**config.mk**
```make
export PLATFORM = sky130hd
export DESIGN_NAME = numbotron_digit_sequencer
export DESIGN_NICKNAME = d
export VERILOG_FILES = /design/src/rtl/numbotron_digit_sequencer.sv
export SDC_FILE = /design/constraint.sdc
export NUM_CORES = 1
export LEC_CHECK = 0
export CAP_MARGIN = 20
export CORE_AREA = 5 5 101 103
export DETAILED_ROUTE_END_ITERATION = 12
export DIE_AREA = 0 0 106 108
export PLACE_DENSITY = 0.65
export SKIP_LAST_GASP = 1
export SLEW_MARGIN = 10
export SYNTH_ARGS = -nofsm -noshare
export SYNTH_HDL_FRONTEND = slang
export SYNTH_SLANG_ARGS = --single-unit
```
**constraint.sdc**
```tcl
create_clock -name clk -period 4.45 [get_ports clk]
set_input_delay 1.1125 -clock clk [delete_from_list [all_inputs] [get_ports clk]]
set_output_delay 1.1125 -clock clk [all_outputs]
set_load 0.05 [all_outputs]
```
**src/rtl/numbotron_digit_sequencer.sv**
```systemverilog
// numbotron_digit_sequencer
//   Owns the bank of display digit registers and arbitrates between two
//   writers: one-hot per-digit increment strobes from the edit UI (local,
//   no carry) and a prescaled auto-count tick that increments digit 0 and
//   ripples carries upward one digit per clock through a two-state FSM.
//
//   Optional feature: define NUMBOTRON_HEX_DIGITS_EN to make every digit
//   count modulo 16 (wrap/carry on 15->0) instead of BCD modulo 10.
//
// Ports:
//   clk        system clock, all logic on the rising edge
//   reset_n    synchronous active-low reset
//   run        enables auto-count on slow_tick
//   clear      synchronous clear of digits, overflow and any pending tick
//   edit_inc   one-hot increment request, bit k targets digit k
//   slow_tick  one-clk strobe every PRESCALE clks (registered)
//   digits     digit k on bits [4k+3:4k] (registered)
//   busy       high while a carry ripple is in progress (registered)
//   overflow   sticky, set when the top digit wraps during auto-count
//   edit_drop  one-clk pulse when an edit request is rejected
module numbotron_digit_sequencer #(
    parameter int NUM_DIGITS = 8,
    parameter int PRESCALE   = 50000
) (
    input  logic                    clk,
    input  logic                    reset_n,
    input  logic                    run,
    input  logic                    clear,
    input  logic [NUM_DIGITS-1:0]   edit_inc,
    output logic                    slow_tick,
    output logic [4*NUM_DIGITS-1:0] digits,
    output logic                    busy,
    output logic                    overflow,
    output logic                    edit_drop
);

    localparam int PW = $clog2(PRESCALE);
    localparam int IW = $clog2(NUM_DIGITS);
    localparam logic [PW-1:0] PRESC_LAST = PW'(PRESCALE - 1);
    localparam logic [IW-1:0] LAST_IDX   = IW'(NUM_DIGITS - 1);

`ifdef NUMBOTRON_HEX_DIGITS_EN
    localparam logic [3:0] DIGIT_MAX = 4'd15;
`else
    localparam logic [3:0] DIGIT_MAX = 4'd9;
`endif

    typedef enum logic {
        IDLE   = 1'b0,
        RIPPLE = 1'b1
    } state_t;

    function automatic logic [3:0] digit_inc(input logic [3:0] d);
        return (d == DIGIT_MAX) ? 4'd0 : d + 4'd1;
    endfunction

    logic [PW-1:0]           presc_reg, presc_next;
    logic                    slow_tick_reg;
    logic                    tick_pending_reg, tick_pending_next;
    state_t                  state_reg, state_next;
    logic [IW-1:0]           idx_reg, idx_next;
    logic [4*NUM_DIGITS-1:0] digits_reg, digits_next;
    logic                    busy_reg;
    logic                    overflow_reg, overflow_next;
    logic                    edit_drop_reg, edit_drop_next;

    logic       edit_any;
    logic       edit_onehot;
    logic       edit_apply;
    logic       tick_apply;
    logic       ripple_apply;
    logic       clear_all;
    logic [3:0] ripple_digit;

    assign edit_any     = |edit_inc;
    assign edit_onehot  = $onehot(edit_inc);
    assign ripple_digit = digits_reg[{idx_reg, 2'b00} +: 4];

    // Free-running prescaler; the strobe is registered so it appears the
    // cycle after the count sits at its last value.
    assign presc_next = (presc_reg == PRESC_LAST) ? '0 : presc_reg + PW'(1);

    always_comb begin
        state_next        = state_reg;
        idx_next          = idx_reg;
        overflow_next     = overflow_reg;
        // A new tick only latches when run is high; a tick arriving while
        // one is already pending merges into it and is effectively lost.
        tick_pending_next = tick_pending_reg | (slow_tick_reg & run);
        edit_apply        = 1'b0;
        tick_apply        = 1'b0;
        ripple_apply      = 1'b0;
        clear_all         = 1'b0;

        if (clear) begin
            clear_all         = 1'b1;
            state_next        = IDLE;
            idx_next          = '0;
            overflow_next     = 1'b0;
            tick_pending_next = 1'b0;
        end else begin
            case (state_reg)
                IDLE: begin
                    if (edit_onehot) begin
                        // Edit wins; the pending tick simply waits.
                        edit_apply = 1'b1;
                    end else if (tick_pending_reg) begin
                        tick_apply        = 1'b1;
                        tick_pending_next = slow_tick_reg & run;
                        if (digits_reg[3:0] == DIGIT_MAX) begin
                            idx_next   = IW'(1);
                            state_next = RIPPLE;
                        end
                    end
                end
                RIPPLE: begin
                    ripple_apply = 1'b1;
                    if (ripple_digit == DIGIT_MAX) begin
                        if (idx_reg == LAST_IDX) begin
                            overflow_next = 1'b1;
                            state_next    = IDLE;
                            idx_next      = '0;
                        end else begin
                            idx_next = idx_reg + IW'(1);
                        end
                    end else begin
                        state_next = IDLE;
                        idx_next   = '0;
                    end
                end
                default: begin
                    state_next = IDLE;
                    idx_next   = '0;
                end
            endcase
        end

        // Any nonzero request that did not land is reported: multi-hot,
        // arriving mid-ripple, or superseded by clear.
        edit_drop_next = edit_any & ~edit_apply;
    end

    // Per-digit increment enables and next values.
    for (genvar gi = 0; gi < NUM_DIGITS; gi++) begin : g_digit
        logic       inc_en;
        logic [3:0] cur;

        assign cur    = digits_reg[4*gi +: 4];
        assign inc_en = (edit_apply & edit_inc[gi])
                      | (tick_apply & (gi == 0))
                      | (ripple_apply & (idx_reg == IW'(gi)));
        assign digits_next[4*gi +: 4] = clear_all ? 4'd0
                                      : (inc_en ? digit_inc(cur) : cur);
    end

    always_ff @(posedge clk) begin
        if (!reset_n) begin
            presc_reg        <= '0;
            slow_tick_reg    <= 1'b0;
            tick_pending_reg <= 1'b0;
            state_reg        <= IDLE;
            idx_reg          <= '0;
            digits_reg       <= '0;
            busy_reg         <= 1'b0;
            overflow_reg     <= 1'b0;
            edit_drop_reg    <= 1'b0;
        end else begin
            presc_reg        <= presc_next;
            slow_tick_reg    <= (presc_reg == PRESC_LAST);
            tick_pending_reg <= tick_pending_next;
            state_reg        <= state_next;
            idx_reg          <= idx_next;
            digits_reg       <= digits_next;
            busy_reg         <= (state_next == RIPPLE);
            overflow_reg     <= overflow_next;
            edit_drop_reg    <= edit_drop_next;
        end
    end

    assign slow_tick = slow_tick_reg;
    assign digits    = digits_reg;
    assign busy      = busy_reg;
    assign overflow  = overflow_reg;
    assign edit_drop = edit_drop_reg;

endmodule

```
==> reports/qor.yml <==
outcome:
  status: "finished with violations"
  violations: "setup timing"
worst_hold_path:
  hp-start: "presc_reg[0]"
  min_path_type: "flop to flop"
  min_path_cells: 1
  hold_end: "presc_reg[0]"
sta:
  setup_viol_count_final: 7
  hold_violations: 0
  slew_violations: 0
  rsz0062_at_grt: "yes"
  timing.final.crit_share_pct: 102
  fin_ws_ns: -0.0784
  relSlewSlack_pct: 55.0
  skew_ns: 0.00635
  fmax_mhz: 221
  finalCriticalPeriod_ns: 4.53
  worstMarginPinSlew_ns: 0.674
critical_path:
  crit_path_end_kind: "flop"
  r2r_end: "idx_reg[0]"
  r2r_setup_slack_ns: 2.38
  crit_top_cell: "fa_1"
  critPathRequiredTime_ns: 4.69
  path_cells: "buf_6 -> clkinvlp_4 -> fa_1 -> fa_1 -> fa_1 -> inv_1 -> ha_2 -> inv_2 -> fa_2 -> a211o_4 -> buf_12 -> a2111oi_4 -> o21ai_2 -> buf_4 -> nand4bb_1 -> a31oi_1"
  path_delay_family: "adder cells"
  r2r_start: "digits[3]"
  slowest_delay_ns: 0.51
  path_max_fanout: 5
  worstRegToRegCells: 5
  path_buf_inv: 6
  crit_path_start_kind: "primary input"
  critPathArrivalTime_ns: 4.77
  cpMaxStageDelayCell: "fa_1"
  worstSetupPathType: "primary input to flop"
routing:
  first_pass_iters: 4
  drc_errors: 0
  vias: 2846
  drt-wirelength-per-cell_um: 13.9
  drtIter0Drc: 102
  drt.antenna.violating_nets: 0
  wl_mm: 7.65
  viasPerCell: 5.17
cts:
  clk_latency_ns: 0.30
  h-tree-depth: 2
  clockBufferDepth: 2
  numCtsBuffers: 5
  clock-sinks: 56
  cts_tree: "done"
  clkTransAtPathRegs_ns: 0.10
  root_buffer: "clkbuf_8"
synthesis:
  ys_top_cells_by_area: "dfxtp_1 (35%), a2111oi_4 (6.0%), nor2_1 (4.7%), ha_1 (4.3%), nand2_1 (4.1%)"
  synth_cells: 363
  synth_largest_area_cell: "dfxtp_1"
  synthArstFlopShare_pct: 0
  synth.net_count: 390
  yosysTopAreaCellShare_pct: 34.8
  ys_seq_elements: 56
  yosysWarnings: 0
  synth_seq_area_share_pct: 34.8
  syn_area_um2: 3220
  synth_top_flop_cell: "dfxtp_1"
  synth_cell_type_count: 52
  syn_avg_cell_area_um2: 8.87
  synth_enable_flop_cells: 0
grt:
  grt_overflow: 0
  grt_max_degree: 19
  grtUsageTotal_pct: 13.3
  antenna_found_initial: 0
  grt_pass1_wl_mm: 12.7
  first_global_vias: 2602
finish:
  finish.instance_area_um2: 4260
  diodes: 0
  largest_reg_flops: 32
  final_nets: 465
  drive_gt1_share_pct: 17.3
  final_cells: 550
  syn_to_final_growth_pct: 32.2
power_and_ir_drop:
  p_per_area_nw_per_um2: 280
  p_comb_share_pct: 28.6
  seqPwrFrac_pct: 43.1
  vdd_drop_max_mv: 0.182
  internal_power_uw: 847
  switching_share_pct: 29.0
  p_clk_share_pct: 28.3
  p_sw_uw: 346
  p_leak_nw: 1.47
floorplanning:
  coreArea_um2: 9110
  die_h_um: 108
  rows: 35
  start_util_pct: 35.4
  dieArea_um2: 11400
  design.portCount: 48
  die_w_um: 106
placed_design:
  hpwl_mm: 5.68
  place_area_um2: 3950
  place.gp.congestion: 0.784
  pre_cts_ws_ns: -0.816
  portBuffers: 47
  dp.cells: 528
flow_run:
  maxCapViolCount: 0
==> layout by cell type (no fill, tap or decap), drive strengths merged, types with 6 or more instances in the layout <==
cell type,instances
a2111oi,7
a21oi,11
and3,6
buf,35
clkbuf,6
clkdlybuf4s50,44
dfxtp,56
ha,11
inv,25
nand2,35
nand4,7
nor2,40
nor2b,17
nor3,9
o211ai,12
o21ai,17
or3,8
xnor2,10
xor2,12
==> cells by family after synthesis <==
group	after synthesis	synth area share, %
simple gates	157	26.1
fa+ha+maj	15	6.76
buf+inv	37	4.62
compound gates	72	20.5
mux	4	1.28
xor+xnor	22	5.98
flops	56	34.8
==> power by group through the flow <==
stage	Clock, mW	Combinational [mW]	Sequential, mW
2_1_floorplan	0	0.158	0.539
3_3_place_gp	0	0.246	0.525
3_5_place_dp	0	0.250	0.525
4_1_cts	0.351	0.307	0.514
5_1_grt	0.370	0.363	0.516
6_report	0.338	0.341	0.514
==> worst max path at each step <==
stage	start	end	slack, ns	depth (start not counted)
6_report	edit_inc[1]	digits[19]	-0.08	16
5_1_grt	edit_inc[1]	digits[19]	-0.19	16
4_1_cts	edit_inc[1]	digits[17]	-0.22	15
3_5_place_dp	edit_inc[1]	digits[30]	-0.82	15
3_3_place_gp	edit_inc[1]	digits[25]	-0.77	14
2_1_floorplan	edit_inc[1]	digits[25]	-0.16	13
==> stage by stage <==
stage	hold slack, ns	setup TNS (ns)	utilization, %	total power, mW
after floorplan	0.426	-1.74	-	0.697
after global placement	0.444	-25.32	43.3	0.771
after detailed placement	0.468	-27.12	43.3	0.776
after CTS	0.492	-2.89	45.9	1.17
after global routing	0.521	-2.80	46.7	1.25
final	0.484	-0.246	46.7	1.19
==> routing by layer <==
layer | share of wire [%] | global-route usage, % | wire length (um)
met2 | 49 | 23.1 | 3750
met1 | 46 | 16.8 | 3490
met4 | 1.6 | 3.52 | 122
met5 | 0 | 0 | 0
met3 | 3.8 | 2.93 | 292
==> final cells by class <==
| cell class | instances | area [um2] |
|---|---|---|
| clock buffer | 6 | 72.6 |
| clock inverter | 2 | 38.8 |
| fill | 874 | 4850 |
| inverter | 25 | 97.6 |
| multi-input combinational | 271 | 2020 |
| sequential | 56 | 1120 |
| tap | 111 | 139 |
| timing repair buffer | 79 | 764 |
==> synth_stat cells (7+ instances only) <==
library cell and number:
dfxtp_1 56, nor2_1 40, nand2_1 35, inv_1 25, nor2b_1 17, xor2_1 12, ha_1 11, o21ai_0 11
a21oi_1 10, o211ai_1 10, xnor2_1 10, clkbuf_1 9, nor3_1 9, or3_1 8, a2111oi_4 7, nand4_1 7
==> what timing repair did <==
action / in CTS / in global routing
buffers inserted: 8 / 4
gates cloned: 2 / 0
pin swaps: 24 / 20
setup endpoints to repair: 38 / 38
resized for setup: 23 / 7
hold buffers: 0 / 0
Power figures use the tool's default switching activity.
